`config.mk`:
```
export PLATFORM = sky130hd
export DESIGN_NAME = traffic_intersection_ctrl
export DESIGN_NICKNAME = d
export VERILOG_FILES = /design/src/rtl/traffic_intersection_ctrl.sv
export SDC_FILE = /design/constraint.sdc
export NUM_CORES = 1
export LEC_CHECK = 0
export ABC_AREA = 1
export BUFFER_PORTS_ARGS = -buffer_cell sky130_fd_sc_hd__buf_2
export CORE_ASPECT_RATIO = 1.25
export CORE_MARGIN = 5
export CORE_UTILIZATION = 40
export DETAILED_ROUTE_END_ITERATION = 6
export GPL_ROUTABILITY_DRIVEN = 0
export PLACE_DENSITY = 0.7
export SLEW_MARGIN = 25
export SYNTH_ARGS = -nofsm -noshare
export SYNTH_HDL_FRONTEND = slang
export SYNTH_SLANG_ARGS = --single-unit
```
`constraint.sdc`:
```
create_clock -name clk -period 2.9 [get_ports clk]
set_input_delay 0.435 -clock clk [delete_from_list [all_inputs] [get_ports clk]]
set_output_delay 0.435 -clock clk [all_outputs]
set_load 0.02 [all_outputs]
```
`src/rtl/traffic_intersection_ctrl.sv`:
```
// Four-way intersection controller: alternates north-south and east-west
// greens through yellow and all-red clearance, inserts a pedestrian walk
// after clearance when requested, and overrides everything with a blinking
// flash mode. The current state code is exported on `phase` for observation.
module traffic_intersection_ctrl #(
    parameter int GREEN_TICKS  = 5,
    parameter int YELLOW_TICKS = 3,
    parameter int ALLRED_TICKS = 1,
    parameter int PED_TICKS    = 4,
    parameter int FLASH_TICKS  = 2,
    parameter int TIMER_W      = 8
) (
    input  logic       clk,
    input  logic       rst_n,
    input  logic       ped_req,
    input  logic       flash_mode,
    output logic       ns_red,
    output logic       ns_yellow,
    output logic       ns_green,
    output logic       ew_red,
    output logic       ew_yellow,
    output logic       ew_green,
    output logic       ped_walk,
    output logic       ped_pending,
    output logic [2:0] phase
);

    typedef enum logic [2:0] {
        ALL_RED   = 3'd0,
        NS_GREEN  = 3'd1,
        NS_YELLOW = 3'd2,
        EW_GREEN  = 3'd3,
        EW_YELLOW = 3'd4,
        PED_WALK  = 3'd5,
        FLASH     = 3'd6
    } state_e;

    // Timer reload values: a phase of N cycles counts N-1 down to 0.
    localparam logic [TIMER_W-1:0] GREEN_LOAD  = TIMER_W'(GREEN_TICKS - 1);
    localparam logic [TIMER_W-1:0] YELLOW_LOAD = TIMER_W'(YELLOW_TICKS - 1);
    localparam logic [TIMER_W-1:0] ALLRED_LOAD = TIMER_W'(ALLRED_TICKS - 1);
    localparam logic [TIMER_W-1:0] PED_LOAD    = TIMER_W'(PED_TICKS - 1);
    localparam logic [TIMER_W-1:0] FLASH_LOAD  = TIMER_W'(FLASH_TICKS - 1);

    state_e               state_q, state_d;
    logic [TIMER_W-1:0]   timer_q, timer_d;
    logic                 next_dir_q, next_dir_d;   // 0 = NS next, 1 = EW next
    logic                 pending_q, pending_d;
    logic                 blink_q, blink_d;
    logic                 timer_done;
    logic                 walk_entry;

    assign timer_done = (timer_q == '0);

    // State register: reset abandons any phase and any latched request.
    always_ff @(posedge clk or negedge rst_n) begin
        if (!rst_n) begin
            state_q    <= ALL_RED;
            timer_q    <= ALLRED_LOAD;
            next_dir_q <= 1'b0;
            pending_q  <= 1'b0;
            blink_q    <= 1'b0;
        end else begin
            state_q    <= state_d;
            timer_q    <= timer_d;
            next_dir_q <= next_dir_d;
            pending_q  <= pending_d;
            blink_q    <= blink_d;
        end
    end

    // Next-state logic: flash override first, then phase sequencing on expiry.
    always_comb begin
        state_d    = state_q;
        timer_d    = timer_q;
        next_dir_d = next_dir_q;
        blink_d    = blink_q;
        if (flash_mode && (state_q != FLASH)) begin
            state_d = FLASH;
            timer_d = FLASH_LOAD;
            blink_d = 1'b0;
        end else begin
            if (!timer_done) begin
                timer_d = timer_q - TIMER_W'(1);
            end
            case (state_q)
                ALL_RED: if (timer_done) begin
                    if (pending_q) begin
                        state_d = PED_WALK;
                        timer_d = PED_LOAD;
                    end else begin
                        state_d = next_dir_q ? EW_GREEN : NS_GREEN;
                        timer_d = GREEN_LOAD;
                    end
                end
                NS_GREEN: if (timer_done) begin
                    state_d = NS_YELLOW;
                    timer_d = YELLOW_LOAD;
                end
                NS_YELLOW: if (timer_done) begin
                    state_d    = ALL_RED;
                    timer_d    = ALLRED_LOAD;
                    next_dir_d = 1'b1;
                end
                EW_GREEN: if (timer_done) begin
                    state_d = EW_YELLOW;
                    timer_d = YELLOW_LOAD;
                end
                EW_YELLOW: if (timer_done) begin
                    state_d    = ALL_RED;
                    timer_d    = ALLRED_LOAD;
                    next_dir_d = 1'b0;
                end
                // Walk already followed a clearance, so go straight to green.
                PED_WALK: if (timer_done) begin
                    state_d = next_dir_q ? EW_GREEN : NS_GREEN;
                    timer_d = GREEN_LOAD;
                end
                FLASH: begin
                    if (!flash_mode) begin
                        state_d    = ALL_RED;
                        timer_d    = ALLRED_LOAD;
                        next_dir_d = 1'b0;
                        blink_d    = 1'b0;
                    end else if (timer_done) begin
                        timer_d = FLASH_LOAD;
                        blink_d = ~blink_q;
                    end
                end
                default: begin
                    state_d = ALL_RED;
                    timer_d = ALLRED_LOAD;
                end
            endcase
        end
    end

    // Pedestrian latch: a new request wins over the clear at walk entry.
    always_comb begin
        walk_entry = (state_d == PED_WALK) && (state_q != PED_WALK);
        pending_d  = ped_req | (pending_q & ~walk_entry);
    end

    // Lamp decode from state only, so a green never overlaps a cross green.
    always_comb begin
        ns_red    = 1'b0;
        ns_yellow = 1'b0;
        ns_green  = 1'b0;
        ew_red    = 1'b0;
        ew_yellow = 1'b0;
        ew_green  = 1'b0;
        ped_walk  = 1'b0;
        case (state_q)
            NS_GREEN:  begin ns_green  = 1'b1; ew_red = 1'b1; end
            NS_YELLOW: begin ns_yellow = 1'b1; ew_red = 1'b1; end
            EW_GREEN:  begin ew_green  = 1'b1; ns_red = 1'b1; end
            EW_YELLOW: begin ew_yellow = 1'b1; ns_red = 1'b1; end
            PED_WALK:  begin ns_red = 1'b1; ew_red = 1'b1; ped_walk = 1'b1; end
            FLASH:     begin ns_yellow = blink_q; ew_red = blink_q; end
            default:   begin ns_red = 1'b1; ew_red = 1'b1; end
        endcase
    end

    assign ped_pending = pending_q;
    assign phase       = state_q;

endmodule

```
==> results.txt <==
The run finished with clean final reports. The total number of vias was 908. The tightest min-delay check is of the input port to async pin type. The initial antenna violation count is 0. Proportion of register bits with asynchronous set or reset after synthesis: 1.00. For the remaining design rule violation count, the log shows 0.

Setup violations remaining at the end of the flow were counted as 0. Using the TritonRoute via totals, the vias-per-cell ratio works out to 4.83. For the number of optimization iterations in the first detailed-route pass, the log shows 4. Synthesis produced a netlist whose cell count is 139.

At the pin with the least slew margin, the transition time is 0.437 ns. The final global-route overflow total was 0. The post-synthesis instance area was 972 um2. The fraction of final layout cells sized beyond drive strength 1 works out to 0.239. A synthesized cell averages 6.99 um2.

Top cell family by delay on the critical path: flip-flops. Entering global routing, the biggest net connects 15 pins. The region available for standard cell placement spans 2380 um2.

The number of nets in the layout was 162; the insertion delay of the later-clocked pin in the worst-skew pair was 0.29 ns. H-tree level count: 1. The max-slew violation total from the final report was 0. The portion of the clock cycle consumed by the worst path in the final layout is 0.661, and the data required time of the critical path is 2.47 ns.

The count of buffers inserted at the top-level ports was 14. The wire-length estimate of the detail-placed layout is 1.63 mm. The largest individual stage delay along the critical path comes from the cell dfrtp_1. The tools report the number of global-route vias before repair as 843. The critical path goes through inv_2, nand2_2, nor2_1, a21oi_1, buf_2.

Post-detailed-route count of antenna-violating nets: 0. The total routing usage reported by global routing was 0.138. The register-to-register setup slack is 1.28 ns, and the routed wirelength normalized by instance count is 11.2 um.

15 I/O pins were placed. Once the clock tree was built, the resizer swapped 0 gates to a different size. The vertical die dimension is 65.1 um, and the number of sinks handled by clock tree synthesis is 14. Post-CTS timing repair inserted 0 buffers for setup.

The final critical delay including setup and external delays came out at 1.92 ns. In this run, synthesis inferred 0 flip-flops with an integrated enable. The total length of routed wires came out at 2.11 mm. For this design, the CTS-stage hold fixing added 0 buffers.

The analysis attributes to cell leakage a power of 0.000637 uW. Setup total negative slack on the finished layout was measured at 0 ns. CTS placed an instance of clkbuf_4 at the clock tree root. The run gives 1.48 ns as the arrival time reported for the critical path endpoint. The tools report the full die area as 3520 um2.

STA classifies the critical path startpoint as a flip-flop. Derived from the worst setup path, the maximum achievable clock frequency is 0.522 GHz. After clock tree synthesis, the clock-pin slew on the worst setup and hold paths is 0.09 ns. On the worst path, the slowest cell contributes a delay of 0.48 ns.

The maximum root-to-sink buffer count was 2. The critical setup path kind was flip-flop to output port. The worst register-to-register path has a depth of 12.

The maximum fanout along the worst path is 7. The tools report the critical register-to-register path endpoint as ped_pending. For this run, the leading register cell type out of synthesis is dfrtp_1.

The starting utilization of the core area is 0.409, and the area growth from synthesis to layout is 13.9%. The first global-routing pass estimated 3.60 mm of wire. The Yosys step of the flow raised 0 warnings. Counting every net in the synthesized netlist gives 145. For this design the ratio of total power to cell area is 1220 nW/um2.

The reg-to-reg critical path startpoint is timer_q[1]. For this run, the number of standard cells in the final layout without fillers is 188. The run gives 0 as the count of max-cap constraint violations. Setup repair after global routing left no endpoint under its margin.

In this run, the number of DRC markers left after iteration 0 of detailed routing was 41. Counting both buffers and inverters, the worst setup path holds a total of 2. On the final layout, the worst clock skew is 0.00476 ns. Total clock buffers created by CTS: 3. The horizontal die dimension was 54.1 um; the cell total after placement was 184. The number of hold-slack violations in the final timing report was 0; the share of synthesized area occupied by flip-flops and latches was 0.360. The number of antenna diodes in the final layout is 0.

For the maximum resistive drop on vdd, the log shows 0.538 mV. The initialized floorplan defines 20 standard-cell rows. STA classifies the critical path endpoint as an output port. The worst-case headroom to the max-slew limit was 0.709; the number of distinct library cell variants in the gate-level netlist after synthesis was 31. Counting flops and latches in the post-synthesis netlist gives 14.

TritonCTS built the clock tree.
metrics by stage:
stage	total power, uW	area, um2	hold slack, ns	utilization	setup slack, ns
2_1_floorplan	1030	972	0.139	-	1.13
3_3_place_gp	1190	1070	0.362	0.451	1.32
3_5_place_dp	1200	1070	0.362	0.451	1.29
4_1_cts	1350	1110	0.0413	0.466	0.979
5_1_grt	1480	1110	0.0607	0.466	0.889
6_report	1350	1110	0.0337	0.466	0.983
worst max path at each step:
stage	slack, ns	to	cells past startpoint	start
6_report	0.98	ew_red	5	phase[2]
3_5_place_dp	1.29	ped_pending	12	timer_q[1]
4_1_cts	0.98	ew_red	5	phase[2]
2_1_floorplan	1.13	ew_red	4	phase[0]
3_3_place_gp	1.32	ped_pending	13	timer_q[0]
5_1_grt	0.89	ew_red	4	phase[0]
placed cells by master (no fill, tap or decap), types with 2 or more instances in the layout:
cell type and n:
a21oi_1 7, buf_2 14, clkbuf_4 3, dfrtp_1 14, ha_1 2, inv_1 17, inv_2 9, nand2_1 35
nand2_2 2, nand3_1 7, nor2_1 16, nor2_2 2, o21ai_0 2, o21ai_1 5, xor2_1 3
Yosys cell counts, types with 2 or more instances:
library cell  number  area, um2
inv_2              9       33.8
nor2_2             2       12.5
dfrtp_1           14        350
nand2_2            2       12.5
o21ai_0            2       10.0
xor2_1             3       26.3
inv_1             17       63.8
nand3_1            7       35.0
nor2_1            16       60.1
o21ai_1            5       25.0
a21oi_1            7       35.0
ha_1               2       25.0
nand2_1           35        131
state kept, by name, summed over array words and instances, names as in the netlist:
| name | cells |
|---|---|
| ped_pending | 1 |
| phase | 3 |
| timer_q | 8 |
| next_dir_q | 1 |
| blink_q | 1 |
final cells by class:
class / count / area, um2
inverter: 27 / 101
tap: 33 / 41.3
sequential: 14 / 350
fill: 236 / 1270
clock buffer: 4 / 36.3
timing repair buffer: 14 / 70.1
multi-input combinational: 96 / 508
report_power, final:
| group | internal, uW | switching [uW] |
|---|---|---|
| clock | 76.5 | 71.6 |
| combinational | 295 | 542 |
| sequential | 273 | 91.2 |
kinds of logic after synthesis:
| group | share of synthesized area |
|---|---|
| flip-flops | 0.360 |
| adder cells (fa/ha/maj) | 0.0257 |
| AO/OA/AOI/OAI | 0.112 |
| AND/OR/NAND/NOR | 0.349 |
| XOR/XNOR | 0.0360 |
| buffers and inverters | 0.117 |
layer usage:
layer / part of all wire / up-vias / track usage
met5: 0 / - / 0
met4: 0.025 / 0 / 0.0592
met3: 0.058 / 6 / 0.0227
met2: 0.51 / 37 / 0.242
met1: 0.41 / 404 / 0.158
li1: - / 461 / -
Power figures use the tool's default switching activity.
